$ cat config.mk
export PLATFORM = sky130hd
export DESIGN_NAME = ibuf_spram_ctrl
export DESIGN_NICKNAME = d
export VERILOG_FILES = /design/src/rtl/ibuf_spram_ctrl.sv
export SDC_FILE = /design/constraint.sdc
export NUM_CORES = 1
export LEC_CHECK = 0
export ABC_AREA = 1
export ABC_CLOCK_PERIOD_IN_PS = 1700
export CORE_UTILIZATION = 39
export DETAILED_ROUTE_END_ITERATION = 10
export HOLD_SLACK_MARGIN = 0.02
export PLACE_DENSITY_LB_ADDON = 0.15
export RECOVER_POWER = 25
export SETUP_SLACK_MARGIN = 0.5
export SLEW_MARGIN = 20
export SYNTH_ARGS = -nofsm -noshare
export SYNTH_HDL_FRONTEND = slang
export SYNTH_SLANG_ARGS = --single-unit
$ cat constraint.sdc
create_clock -name I_clk -period 1.7 [get_ports I_clk]
set_input_delay 0.17 -clock I_clk [delete_from_list [all_inputs] [get_ports I_clk]]
set_output_delay 0.17 -clock I_clk [all_outputs]
set_load 0.05 [all_outputs]
$ cat src/rtl/ibuf_spram_ctrl.sv
// ibuf_spram_ctrl: writes one burst from an input stream into the input-buffer
// single-port RAM, then reads it back in order onto an output stream. A
// 2-entry skid FIFO hides the RAM's registered read latency so the read side
// sustains one word per cycle.
module ibuf_spram_ctrl #(
    parameter int ASIZE = 10,
    parameter int DSIZE = 32
) (
    input  logic             I_clk,
    input  logic             I_rst,
    input  logic             I_start,
    input  logic [ASIZE:0]   I_len,
    input  logic [DSIZE-1:0] I_sdata,
    input  logic             I_svalid,
    output logic             O_sready,
    output logic [DSIZE-1:0] O_mdata,
    input  logic             I_mready,
    output logic             O_mvalid,
    output logic             O_busy,
    output logic             O_done,
    output logic [ASIZE-1:0] O_ram_addr,
    output logic [DSIZE-1:0] O_ram_data,
    output logic             O_ram_wr,
    input  logic [DSIZE-1:0] I_ram_data
);

    localparam logic [ASIZE:0] DEPTH = {1'b1, {ASIZE{1'b0}}};
    localparam logic [ASIZE:0] ONE   = {{ASIZE{1'b0}}, 1'b1};

    typedef enum logic [1:0] {
        S_IDLE  = 2'd0,
        S_WRITE = 2'd1,
        S_READ  = 2'd2,
        S_DONE  = 2'd3
    } state_t;

    state_t           state, state_nxt;
    logic [ASIZE:0]   wcnt, rcnt, len_r, len_clamp;
    logic [DSIZE-1:0] fifo_q0, fifo_q1;   // q0 is the head
    logic [1:0]       fifo_cnt;
    logic             inflight;           // a RAM read was issued last cycle
    logic             beat, last_wr, pop, push, issue, read_last;
    logic [2:0]       occ, credit;

    // Oversized requests are clamped so the burst never wraps the RAM.
    assign len_clamp = (I_len > DEPTH) ? DEPTH : I_len;

    assign beat      = (state == S_WRITE) & I_svalid;
    assign last_wr   = beat & (wcnt == len_r - ONE);

    // Read credit: words held plus the one in flight, less the one leaving,
    // must stay below the FIFO depth of 2.
    assign pop       = O_mvalid & I_mready;
    assign push      = inflight;
    assign occ       = {1'b0, fifo_cnt} + {2'b00, inflight};
    assign credit    = 3'd2 + {2'b00, pop};
    assign issue     = (state == S_READ) & (rcnt < len_r) & (occ < credit);
    assign read_last = pop & (fifo_cnt == 2'd1) & ~inflight & (rcnt == len_r);

    assign O_ram_data = I_sdata;
    assign O_mdata    = fifo_q0;

    // State register.
    always_ff @(posedge I_clk) begin
        // NOTE: sequential state uses non-blocking assignments so every
        // register samples pre-edge values regardless of statement order.
        if (I_rst) state <= S_IDLE;
        else       state <= state_nxt;
    end

    // Next-state logic.
    always_comb begin
        // NOTE: default assignment first so no path through the case infers a latch.
        state_nxt = state;
        case (state)
            S_IDLE:  if (I_start) state_nxt = (len_clamp == '0) ? S_DONE : S_WRITE;
            S_WRITE: if (last_wr) state_nxt = S_READ;
            S_READ:  if (read_last) state_nxt = S_DONE;
            S_DONE:  state_nxt = S_IDLE;
            default: state_nxt = S_IDLE;
        endcase
    end

    // Output decode: stream handshakes, RAM strobes and status.
    always_comb begin
        O_sready   = 1'b0;
        O_ram_wr   = 1'b0;
        O_ram_addr = '0;
        O_mvalid   = 1'b0;
        O_done     = 1'b0;
        O_busy     = (state != S_IDLE);
        case (state)
            S_WRITE: begin
                O_sready   = 1'b1;
                O_ram_wr   = I_svalid;
                O_ram_addr = wcnt[ASIZE-1:0];
            end
            S_READ: begin
                O_ram_addr = rcnt[ASIZE-1:0];
                O_mvalid   = (fifo_cnt != 2'd0);
            end
            S_DONE:  O_done = 1'b1;
            default: ;
        endcase
    end

    // Datapath: burst length, write/read counters, in-flight flag and skid FIFO.
    always_ff @(posedge I_clk) begin
        if (I_rst) begin
            // NOTE: the FIFO data registers are reset because O_mdata must read
            // 0 out of reset; the external RAM contents are deliberately untouched.
            wcnt     <= '0;
            rcnt     <= '0;
            len_r    <= '0;
            fifo_cnt <= 2'd0;
            inflight <= 1'b0;
            fifo_q0  <= '0;
            fifo_q1  <= '0;
        end else begin
            case (state)
                S_IDLE: begin
                    if (I_start) begin
                        len_r <= len_clamp;
                        wcnt  <= '0;
                    end
                end
                S_WRITE: begin
                    if (beat) wcnt <= wcnt + ONE;
                    if (last_wr) begin
                        rcnt     <= '0;
                        fifo_cnt <= 2'd0;
                        inflight <= 1'b0;
                    end
                end
                S_READ: begin
                    if (issue) rcnt <= rcnt + ONE;
                    inflight <= issue;
                    case ({push, pop})
                        2'b10: begin
                            if (fifo_cnt == 2'd0) fifo_q0 <= I_ram_data;
                            else                  fifo_q1 <= I_ram_data;
                            fifo_cnt <= fifo_cnt + 2'd1;
                        end
                        2'b01: begin
                            fifo_q0  <= fifo_q1;
                            fifo_cnt <= fifo_cnt - 2'd1;
                        end
                        2'b11: begin
                            if (fifo_cnt == 2'd1) begin
                                fifo_q0 <= I_ram_data;
                            end else begin
                                fifo_q0 <= fifo_q1;
                                fifo_q1 <= I_ram_data;
                            end
                        end
                        default: ;
                    endcase
                end
                default: begin
                    fifo_cnt <= 2'd0;
                    inflight <= 1'b0;
                end
            endcase
        end
    end

endmodule

==> Flow_metrics.wiki <==
{| class="wikitable"
! Metric !! Value
|-
| Outcome || finished with violations
|-
| Violations in the final reports || negative setup slack
|-
| Internal power || 0.006774 W
|-
| Clk_skew || 10.51 ps
|-
| Synthesized-area fraction occupied by and/or/nand/nor cells || 21.75%
|-
| Clock power frac || 18.3%
|-
| Crit Reg-Reg Endpoint || wcnt[7]
|-
| Number of library cell types mapped by synthesis || 39
|-
| Final number of max-transition violations || 0
|-
| Number of placed I/O pins || 159
|-
| Tightest Pin Transition || 455.7 ps
|-
| Tcrit/Tclk final || 121.6%
|-
| Leakage Power || 4.196 nW
|-
| XOR/XNOR share of the synthesized area || 1.901%
|-
| Chip height || 121.1 µm
|-
| Peak supply drop || 0.8996 mV
|-
| Pre-CTS setup slack || -418.3 ps
|-
| Maximum number of pins on one net before global-route repair || 69
|-
| Power Density || 1177 nW/µm²
|-
| Flop pwr share || 24.4%
|-
| Worst slew margin relative to its limit || 69.62%
|-
| Internal reg-to-reg setup slack || -370 ps
|-
| Clock sinks || 102
|-
| # diodes || 0
|-
| Net switching power figure || 0.004699 W
|-
| GRT overflow || 0
|-
| Share of layout cells above drive strength 1 || 48.75%
|-
| Adder and majority gate portion of the synthesized area || 5.205%
|-
| TritonRoute pass-1 iters || 5
|-
| Placed Instances || 1,085
|-
| Clock-pin slew reported for the worst setup and hold paths after clock tree synthesis || 80 ps
|-
| Number of nets at the end of the flow || 1,095
|-
| Post-route worst setup slack || -366.9 ps
|-
| Post-detailed-route wirelength per cell || 18.25 µm
|-
| Top fanout value on the critical path || 6
|-
| Number of warnings printed during yosys synthesis || 0
|-
| Top achievable clock speed || 483.8 MHz
|-
| Setup repair after global routing missed its margin || yes
|-
| Synth-to-Final Area Change || 76.24%
|-
| Power share of the combinational group || 57.3%
|-
| Overall track demand over capacity in global routing || 26.02%
|-
| Final HPWL DP || 11,310 µm
|-
| Crit path arrival time || 1900 ps
|-
| Final weighted congestion in routability-driven placement || 0.8847
|-
| Antenna-violating nets left || 0
|-
| Combined area of the multi-input logic cells || 3975 µm²
|-
| Required time at the worst-slack endpoint || 1530 ps
|-
| Kind of launch point of the worst setup path || flop
|-
| Post-Layout Cell Count || 1,177
|-
| CP Class || reg -> out
|-
| Fill cell instance count of the final layout || 1,005
|-
| Finished Cell Area || 9744 µm²
|-
| Post-CTS Hold Buffers || 0
|-
| Area contributors post-synth || sky130_fd_sc_hd__dfxtp_1 37%, sky130_fd_sc_hd__nand2_1 10%, sky130_fd_sc_hd__a21oi_1 9.5%, sky130_fd_sc_hd__o21ai_0 8.1%, sky130_fd_sc_hd__ha_1 5.2%
|-
| Via count normalized by instance count || 5.422
|-
| Crit path launch || state[1]
|-
| Number of buffers created by CTS || 9
|-
| Endpoint of the most critical setup path || O_ram_addr[8]
|-
| Post-Syn Area || 5529 µm²
|-
| Number of maximum-capacitance violations || 0
|-
| Compound-cell area share of the yosys netlist || 20.16%
|-
| Overall die area || 14,660 µm²
|-
| Clock Root Buffer || sky130_fd_sc_hd__clkbuf_16
|-
| Sw Share || 40.95%
|-
| Setup violators final || 102
|-
| Largest family of logic cells by synthesized area || simple AND/OR/NAND/NOR gates
|-
| Fraction of synthesized area in multiplexers || 1.448%
|-
| Register area share after synthesis || 36.93%
|-
| Total wirelength of the detailed-routed design || 21,480 µm
|-
| Number of antenna violations at the first check in global routing || 0
|-
| Largest buffer count on any clock path || 2
|-
| Area taken by flip-flops and latches || 2056 µm²
|-
| Kind of end point of the critical path || primary output
|-
| Average cell area after synthesis || 6.999 µm²
|-
| Number of register bits inferred by synthesis || 102
|-
| Final critical path time including I/O delays and setup || 2067 ps
|-
| Startpoint of the worst register-to-register path || state[1]
|-
| Clock latency on the worst-skew pair || 360 ps
|-
| Number of global-route vias before repair || 6,037
|-
| Synthesized instance count || 790
|-
| TNS Setup || -22,590 ps
|-
| Count of standard-cell rows || 43
|-
| Number of remaining DRC errors || 0
|-
| Number of H-tree levels || 3
|-
| Starting density of the core || 39.83%
|-
| DRC violation total after the first TritonRoute iteration || 449
|-
| Most area-hungry cell type in the Yosys netlist || sky130_fd_sc_hd__dfxtp_1
|-
| Total number of vias || 6,382
|-
| Portion of synthesized cell area occupied by the leading cell type || 36.93%
|-
| Final Core Density || 70.20%
|-
| Clock tree from TritonCTS || yes
|-
| Fin. Hold Viols || 0
|-
| Placeable core region || 13,880 µm²
|-
| Global-route wire length before repair || 29,930 µm
|-
| Port Buffer Count || 94
|-
| Min-delay worst type || in -> out
|-
| Placement-stage cell area || 7273 µm²
|-
| Width of the die || 121.1 µm
|-
| Syn Nets || 893
|-
| Length in cells of the worst reg-to-reg path || 14
|}
[synthesized netlist by cell type]
library cell / n
sky130_fd_sc_hd__ha_1: 23
sky130_fd_sc_hd__nor4_1: 1
sky130_fd_sc_hd__and2_2: 1
sky130_fd_sc_hd__xnor2_1: 6
sky130_fd_sc_hd__inv_1: 73
sky130_fd_sc_hd__nand3b_1: 1
sky130_fd_sc_hd__nor2_1: 57
sky130_fd_sc_hd__a31oi_1: 2
sky130_fd_sc_hd__nand4_1: 5
sky130_fd_sc_hd__nand2_2: 1
sky130_fd_sc_hd__o21a_1: 1
sky130_fd_sc_hd__o21ai_0: 90
sky130_fd_sc_hd__nor3b_1: 1
sky130_fd_sc_hd__o21ai_1: 11
sky130_fd_sc_hd__xor2_1: 6
sky130_fd_sc_hd__o211a_1: 1
sky130_fd_sc_hd__dfxtp_1: 102
sky130_fd_sc_hd__nor3_1: 7
sky130_fd_sc_hd__nand2_1: 154
sky130_fd_sc_hd__a21oi_1: 105
sky130_fd_sc_hd__nor2_2: 3
sky130_fd_sc_hd__nand3_2: 2
sky130_fd_sc_hd__a211oi_1: 4
sky130_fd_sc_hd__nor3_2: 2
sky130_fd_sc_hd__and3_1: 4
sky130_fd_sc_hd__nand3_1: 38
sky130_fd_sc_hd__buf_1: 2
sky130_fd_sc_hd__buf_6: 1
sky130_fd_sc_hd__nor2_4: 1
sky130_fd_sc_hd__o21ai_2: 1
sky130_fd_sc_hd__buf_2: 2
sky130_fd_sc_hd__buf_4: 35
sky130_fd_sc_hd__inv_2: 6
sky130_fd_sc_hd__nand2_4: 1
sky130_fd_sc_hd__mux2i_1: 8
sky130_fd_sc_hd__nor3b_2: 1
sky130_fd_sc_hd__o211ai_1: 1
sky130_fd_sc_hd__clkbuf_1: 29
sky130_fd_sc_hd__o21bai_1: 1
[power groups by stage]
stage	Sequential (W)	Clock, W	Combinational (W)
2_1_floorplan	0.00312	0	0.00232
3_3_place_gp	0.00279	0	0.00399
3_5_place_dp	0.00279	0	0.00406
4_1_cts	0.00276	0.00211	0.00561
5_1_grt	0.00282	0.00220	0.00695
6_report	0.00280	0.00210	0.00657
[cells in the final DEF (no fill, tap or decap), types with 17 or more instances in the layout]
cell,count
sky130_fd_sc_hd__nor2_1,42
sky130_fd_sc_hd__ha_1,17
sky130_fd_sc_hd__o21ai_2,59
sky130_fd_sc_hd__a21oi_2,38
sky130_fd_sc_hd__clkbuf_16,17
sky130_fd_sc_hd__buf_2,30
sky130_fd_sc_hd__clkdlybuf4s50_1,47
sky130_fd_sc_hd__dfxtp_1,95
sky130_fd_sc_hd__nand2_2,34
sky130_fd_sc_hd__buf_4,89
sky130_fd_sc_hd__nand2_1,97
sky130_fd_sc_hd__o21ai_1,23
sky130_fd_sc_hd__inv_1,60
sky130_fd_sc_hd__a21oi_1,57
sky130_fd_sc_hd__nand2_4,23
sky130_fd_sc_hd__buf_12,20
sky130_fd_sc_hd__nand3_1,23
sky130_fd_sc_hd__buf_6,48
[flip-flops by register name, summed over array words and instances (netlist names)]
register / cells
inflight: 1
rcnt: 11
fifo_cnt: 2
state: 2
len_r: 11
O_mdata: 32
fifo_q1: 32
wcnt: 11
[repair_timing]
action	CTS	global route
buffers inserted	30	19
setup endpoints to repair	147	117
pin swaps	56	31
cloned	18	9
gates resized for setup	364	187
[per-layer routing]
layer,vias up,track usage [%],wire [µm]
li1,3002,-,-
met1,3092,33.75,9075
met2,245,43.46,10660
met3,43,4.323,1364
met4,0,8.951,381
met5,-,0,0
[cells by family after synthesis]
kind of cell             count (synthesis)
AO/OA/AOI/OAI                          217
XOR/XNOR                                12
adder cells (fa/ha/maj)                 23
buffers and inverters                  148
flip-flops                             102
multiplexers                             8
AND/OR/NAND/NOR                        280
[through the flow]
step	total power, W	hold slack (ps)
4_1_cts	0.01048	340.3
5_1_grt	0.01196	340.1
2_1_floorplan	0.005440	304.9
3_3_place_gp	0.006773	340.3
6_report	0.01147	340.0
3_5_place_dp	0.006849	340.3
[worst max-delay path: stages (launching register included)]
cell and delay [ps]:
sky130_fd_sc_hd__dfxtp_4 370, sky130_fd_sc_hd__inv_4 70, sky130_fd_sc_hd__ha_4 170, sky130_fd_sc_hd__buf_4 120
sky130_fd_sc_hd__buf_6 80, sky130_fd_sc_hd__buf_6 80, sky130_fd_sc_hd__buf_6 110, sky130_fd_sc_hd__buf_12 130
sky130_fd_sc_hd__nand2_2 70, sky130_fd_sc_hd__a21oi_4 160, sky130_fd_sc_hd__buf_6 170
[how the worst min path moves through the flow]
stage                        start             end  depth (start not counted)
floorplan           I_ram_data[24]     fifo_q1[24]                          2
global placement       I_sdata[31]  O_ram_data[31]                          0
detailed placement     I_sdata[31]  O_ram_data[31]                          0
CTS                    I_sdata[31]  O_ram_data[31]                          0
global route            I_sdata[5]   O_ram_data[5]                          0
finish                 I_sdata[15]  O_ram_data[15]                          0
[final cells by class]
type | instances | area share, %
clock buffer | 9 | 2.311
clock inverter | 7 | 0.6805
inverter | 79 | 3.480
multi-input combinational | 542 | 40.79
sequential | 102 | 21.10
tap | 180 | 2.311
timing repair buffer | 258 | 29.33
No activity file was read; power rests on OpenSTA's default activity.
